**config.mk**
```make
export PLATFORM = sky130hd
export DESIGN_NAME = score_board
export DESIGN_NICKNAME = d
export VERILOG_FILES = /design/src/rtl/foos_pkg.sv /design/src/rtl/bcd2_counter.sv /design/src/rtl/score_board.sv
export SDC_FILE = /design/constraint.sdc
export NUM_CORES = 1
export LEC_CHECK = 0
export ABC_AREA = 1
export BUFFER_PORTS_ARGS = -buffer_cell sky130_fd_sc_hd__buf_2
export CAP_MARGIN = 15
export CORE_UTILIZATION = 62
export DETAILED_ROUTE_END_ITERATION = 12
export PLACE_DENSITY = 0.8
export SLEW_MARGIN = 20
export SYNTH_ARGS = -nofsm -noshare
export SYNTH_HDL_FRONTEND = slang
export SYNTH_HIERARCHICAL = 1
export SYNTH_SLANG_ARGS = --single-unit
```
**constraint.sdc**
```tcl
create_clock -name clk -period 4 [get_ports clk]
set_input_delay 0 -clock clk [delete_from_list [all_inputs] [get_ports clk]]
set_output_delay 0 -clock clk [all_outputs]
set_load 0.02 [all_outputs]
```
**src/rtl/foos_pkg.sv**
```systemverilog
// Shared types and constants for the foosball score display: match states,
// winner codes, seven-segment patterns and BCD helpers.
package foos_pkg;

  localparam logic [0:0] PLAY = 1'b0;
  localparam logic [0:0] OVER = 1'b1;

  localparam logic [1:0] WIN_NONE = 2'b00;
  localparam logic [1:0] WIN_P1   = 2'b01;
  localparam logic [1:0] WIN_P2   = 2'b10;
  localparam logic [1:0] WIN_DRAW = 2'b11;

  // Active-low patterns, bit order {g,f,e,d,c,b,a}
  localparam logic [6:0] SEG7_0     = 7'h40;
  localparam logic [6:0] SEG7_1     = 7'h79;
  localparam logic [6:0] SEG7_2     = 7'h24;
  localparam logic [6:0] SEG7_3     = 7'h30;
  localparam logic [6:0] SEG7_4     = 7'h19;
  localparam logic [6:0] SEG7_5     = 7'h12;
  localparam logic [6:0] SEG7_6     = 7'h02;
  localparam logic [6:0] SEG7_7     = 7'h78;
  localparam logic [6:0] SEG7_8     = 7'h00;
  localparam logic [6:0] SEG7_9     = 7'h10;
  localparam logic [6:0] SEG7_BLANK = 7'h7F;

  function automatic logic [6:0] seg7(input logic [3:0] digit);
    case (digit)
      4'd0:    return SEG7_0;
      4'd1:    return SEG7_1;
      4'd2:    return SEG7_2;
      4'd3:    return SEG7_3;
      4'd4:    return SEG7_4;
      4'd5:    return SEG7_5;
      4'd6:    return SEG7_6;
      4'd7:    return SEG7_7;
      4'd8:    return SEG7_8;
      4'd9:    return SEG7_9;
      default: return SEG7_BLANK;
    endcase
  endfunction

  // Binary value of a two-digit BCD count, for comparison against a binary target
  function automatic logic [7:0] bcd2_value(input logic [7:0] bcd);
    return ({4'd0, bcd[7:4]} * 8'd10) + {4'd0, bcd[3:0]};
  endfunction

endpackage

```
**src/rtl/bcd2_counter.sv**
```systemverilog
// Two-digit BCD up-counter with synchronous clear; wraps 99 -> 00.
module bcd2_counter (
  input  logic       clk,
  input  logic       reset,
  input  logic       clr,
  input  logic       inc,
  output logic [7:0] count
);

  always_ff @(posedge clk or posedge reset) begin
    if (reset) begin
      count <= 8'h00;
    end else if (clr) begin
      count <= 8'h00;
    end else if (inc) begin
      if (count[3:0] == 4'd9) begin
        count[3:0] <= 4'd0;
        count[7:4] <= (count[7:4] == 4'd9) ? 4'd0 : count[7:4] + 4'd1;
      end else begin
        count[3:0] <= count[3:0] + 4'd1;
      end
    end
  end

endmodule

```
**src/rtl/score_board.sv**
```systemverilog
// Match scorekeeper: edge-detects goal levels, keeps per-player BCD scores,
// detects the winner and drives the multiplexed 4-digit seven-segment display.
module score_board
  import foos_pkg::*;
#(
  parameter int WIN_SCORE   = 5,
  parameter int REFRESH_DIV = 100000,
  parameter int BLINK_DIV   = 25000000
) (
  input  logic       clk,
  input  logic       reset,
  input  logic       score1_in,
  input  logic       score2_in,
  input  logic       new_game,
  output logic       game_over,
  output logic [1:0] winner,
  output logic [3:0] an,
  output logic [6:0] seg,
  output logic       dp
);

  localparam int RW = (REFRESH_DIV > 1) ? $clog2(REFRESH_DIV) : 1;
  localparam int BW = (BLINK_DIV > 1) ? $clog2(BLINK_DIV) : 1;

  logic          prev1, prev2;
  logic          goal1, goal2;
  logic          inc1, inc2;
  logic          win1, win2;
  logic [7:0]    count1, count2;
  logic [0:0]    state;
  logic [RW-1:0] refresh_cnt;
  logic [1:0]    idx;
  logic [BW-1:0] blink_cnt;
  logic          phase;
  logic [3:0]    digit;
  logic [3:0]    an_next;

  assign goal1 = score1_in & ~prev1;
  assign goal2 = score2_in & ~prev2;

  // new_game takes priority: a goal landing on the same edge is discarded
  assign inc1 = goal1 & (state == PLAY) & ~new_game;
  assign inc2 = goal2 & (state == PLAY) & ~new_game;

  assign win1 = inc1 && (WIN_SCORE != 0) &&
                ((bcd2_value(count1) + 8'd1) == 8'(WIN_SCORE));
  assign win2 = inc2 && (WIN_SCORE != 0) &&
                ((bcd2_value(count2) + 8'd1) == 8'(WIN_SCORE));

  bcd2_counter u_count1 (
    .clk   (clk),
    .reset (reset),
    .clr   (new_game),
    .inc   (inc1),
    .count (count1)
  );

  bcd2_counter u_count2 (
    .clk   (clk),
    .reset (reset),
    .clr   (new_game),
    .inc   (inc2),
    .count (count2)
  );

  always_ff @(posedge clk or posedge reset) begin
    if (reset) begin
      prev1  <= 1'b0;
      prev2  <= 1'b0;
      state  <= PLAY;
      winner <= WIN_NONE;
    end else begin
      prev1 <= score1_in;
      prev2 <= score2_in;
      if (new_game) begin
        state  <= PLAY;
        winner <= WIN_NONE;
      end else if (win1 || win2) begin
        state  <= OVER;
        winner <= {win2, win1};
      end
    end
  end

  assign game_over = (state == OVER);
  assign dp        = 1'b1;

  // Blink starts in the dark half so the winner's digits flash off right away
  always_ff @(posedge clk or posedge reset) begin
    if (reset) begin
      blink_cnt <= '0;
      phase     <= 1'b1;
    end else if (new_game) begin
      blink_cnt <= '0;
      phase     <= 1'b1;
    end else if (state == PLAY) begin
      blink_cnt <= '0;
      phase     <= ~(win1 | win2);
    end else if (blink_cnt == BW'(BLINK_DIV - 1)) begin
      blink_cnt <= '0;
      phase     <= ~phase;
    end else begin
      blink_cnt <= blink_cnt + BW'(1);
    end
  end

  always_ff @(posedge clk or posedge reset) begin
    if (reset) begin
      refresh_cnt <= '0;
      idx         <= 2'd0;
    end else if (refresh_cnt == RW'(REFRESH_DIV - 1)) begin
      refresh_cnt <= '0;
      idx         <= idx + 2'd1;
    end else begin
      refresh_cnt <= refresh_cnt + RW'(1);
    end
  end

  always_comb begin
    digit   = count2[3:0];
    an_next = 4'b1110;
    case (idx)
      2'd0: begin digit = count2[3:0]; an_next = 4'b1110; end
      2'd1: begin digit = count2[7:4]; an_next = 4'b1101; end
      2'd2: begin digit = count1[3:0]; an_next = 4'b1011; end
      default: begin digit = count1[7:4]; an_next = 4'b0111; end
    endcase
    if (!phase) begin
      case (winner)
        WIN_P1:   an_next = an_next | 4'b1100;
        WIN_P2:   an_next = an_next | 4'b0011;
        WIN_DRAW: an_next = 4'b1111;
        default:  an_next = an_next;
      endcase
    end
  end

  always_ff @(posedge clk or posedge reset) begin
    if (reset) begin
      an  <= 4'b1110;
      seg <= SEG7_0;
    end else begin
      an  <= an_next;
      seg <= seg7(digit);
    end
  end

endmodule

```
==> out/results.tsv <==
metric	value	unit
Clk pin slew, worst setup/hold paths	0.08	ns
sequential-to-total area share from yosys stat	40.4	%
final setup TNS	0	ns
share of layout cells above drive strength 1	12.0	%
CTS tree	built	
Cells after Synth	623	
Worst Path Max Fanout	10	
I/O pins	20	
Hold Crit Class	in2reg	
FMAX	417	MHz
warnings from Yosys	6	
clk_skew	0.00945	ns
Post-DRT Antenna Nets	0	
worst-skew pair later-pin latency	0.34	ns
initial antenna violation count	0	
clock sinks	77	
RSZ-0062 raised after global routing	false	
main flop type after synthesis	dfrtp_1	
Root Driver	clkbuf_8	
final WL	9460	µm
ys async rst share	100	%
number of global-route vias before repair	3758	
Pre-antenna DRT Iters	5	
largest net degree at the start of global routing	62	
gr ovfl total	0	
Area growth syn-to-layout	8.73	%
DP Worst Slack	1.63	ns
Max-Cap Viols	0	
Final period util	59.9	%
Die X	89.9	µm
Peak VDD IR	0.000267	V
Pleak	2.63	nW
Commonest cells post-synth	nand2_1, inv_1, dfrtp_1	
htree depth	3	
Row Count	31	
Critical Path Source Type	flop	
PortBufs	18	
PD cells	373	mW/mm²
Setup CP Type	reg2reg	
Final Hold Viols	0	
placed cell area	0.00498	mm²
synthesized area	0.00479	mm²
Max transition margin	49.7	%
Slew @ Worst Pin	0.754	ns
CP endpoint kind	flop	
post-route worst setup slack	1.60	ns
Fillers	585	
Total Routing Usage GR	25.3	%
Yosys cell types	37	
wire per inst	12.5	µm
Core Util, Final	70.6	%
total CTS buffers	9	
Post-DP HPWL	7060	µm
die area	0.00808	mm²
diodes inserted	0	
largest area contributor in the netlist	dfrtp_1	
CP required	4.28	ns
post-synth top area share	37.6	%
Slew Viols, Final	0	
Max Root-Sink Buffers	2	
drt via density	5.25	
drt initial violations	233	
Die H	89.9	µm
Seq cells post-synth	77	
status	complete, no violations	
Placer Congestion	0.880	
endpoints failing setup	0	
final net count	695	
Resized cells post-CTS	0	
final critical-path required period	2.40	ns
syn nets	665	
count leader, synth	nand2_1	
syn_area_per_cell	7.68	µm²
first-pass GRT wire length	16700	µm
crit path DAT	2.68	ns
Initial Utilization	65.0	%
DR vias	3978	
Post-synth EDFFs	0	
drc violations	0	
synth top area cells	dfrtp_1, nand2_1, ha_1	
Finished Cell Area	0.00520	mm²
Core Area	0.00737	mm²
power by group:
part           internal (mW)  total [mW]  switching [mW]
registers              0.820       0.917          0.0973
logic                  0.183       0.449           0.266
clock network          0.288       0.575           0.286
total                   1.29        1.94           0.649
cells in the final DEF, fill, tap and decap left out, types with 6 or more instances in the layout:
| cell type | n |
|---|---|
| nand2_1 | 154 |
| inv_1 | 95 |
| dfrtp_1 | 72 |
| nor2_1 | 63 |
| nand3_1 | 45 |
| ha_1 | 35 |
| a21oi_1 | 29 |
| nor3_1 | 20 |
| o21ai_0 | 19 |
| buf_2 | 18 |
| xor2_1 | 11 |
| inv_2 | 9 |
| clkbuf_8 | 9 |
| nand4_1 | 8 |
| nand2_2 | 6 |
metrics by stage:
step / power (mW) / cells / hold slack (ns)
floorplan: 1.26 / 623 / -0.184
CTS: 1.95 / 757 / 0.0218
detailed placement: 1.37 / 738 / -0.0113
global route: 2.08 / 757 / 0.0422
global placement: 1.34 / 738 / -0.0131
finish: 1.94 / 757 / 0.0369
final cells by class:
| cell class | count | area (µm²) | share of cell area (%) |
|---|---|---|---|
| clock inverters | 6 | 65.1 | 1.25 |
| flip-flops and latches | 77 | 1930 | 37.1 |
| clock buffers | 10 | 128 | 2.45 |
| repair buffers | 22 | 128 | 2.45 |
| well taps | 99 | 124 | 2.38 |
| multi-input cells | 438 | 2430 | 46.7 |
| inverters | 105 | 397 | 7.62 |
worst max-delay path, cell delays in order, from the launching register on:
cell	delay, ns
dfrtp_1	0.52
ha_1	0.30
ha_1	0.24
fa_1	0.51
inv_1	0.05
nand2_1	0.05
nor2_1	0.04
nand2_1	0.06
nand2_1	0.05
nand2_1	0.06
inv_1	0.04
nand2_1	0.09
nand2_1	0.06
nor2_1	0.13
nand2_1	0.07
nand2_1	0.06
registers in the layout (all words and copies together), names as in the netlist:
signal,cells
an,4
blink_cnt,25
game_over,1
idx,2
phase,1
prev1,1
prev2,1
refresh_cnt,17
seg,7
u_count1/count,8
u_count2/count,8
winner,2
logic make-up (layout without fill, tap and decap cells):
group | Yosys count | after routing | synth area share [%]
AOI/OAI and AO/OA | 70 | 70 | 8.97
xor gates and xnor gates | 12 | 12 | 2.20
adders and majority gates | 37 | 37 | 9.98
buffers and inverters | 108 | 143 | 8.83
DFF | 77 | 77 | 40.4
other | 1 | 1 | 0.0783
and+or+nand+nor | 318 | 318 | 29.6
worst paths after layout:
kind                                        start                 to  slack, ns  depth (start not counted)
worst min-delay path                     new_game      blink_cnt[23]       0.04                          2
min in group asynchronous                   reset  u_count2/count[4]       0.17                          3
worst max-delay path            u_count1/count[7]          winner[0]       1.60                         15
worst max register to register  u_count1/count[7]          winner[0]       1.60                         15
max in group asynchronous                   reset             seg[1]       3.07                          4
worst min register to register     refresh_cnt[0]     refresh_cnt[0]       0.46                          1
what timing repair did:
action	4_1_cts	5_1_grt
hold endpoints to repair	74	0
setup buffers	0	0
hold buffers	3	0
layer usage:
metal  vias to the layer above  GRT usage [%]  routed length (µm)  share of wire [%]
met5                         -              0                   0                  0
met4                         0           8.74                 125                1.3
met3                        12           3.30                 400                4.2
met2                        88           41.6                4440                 47
met1                      1833           34.6                4500                 48
li1                       2045              -                   -                  -
Power figures use the tool's default switching activity.
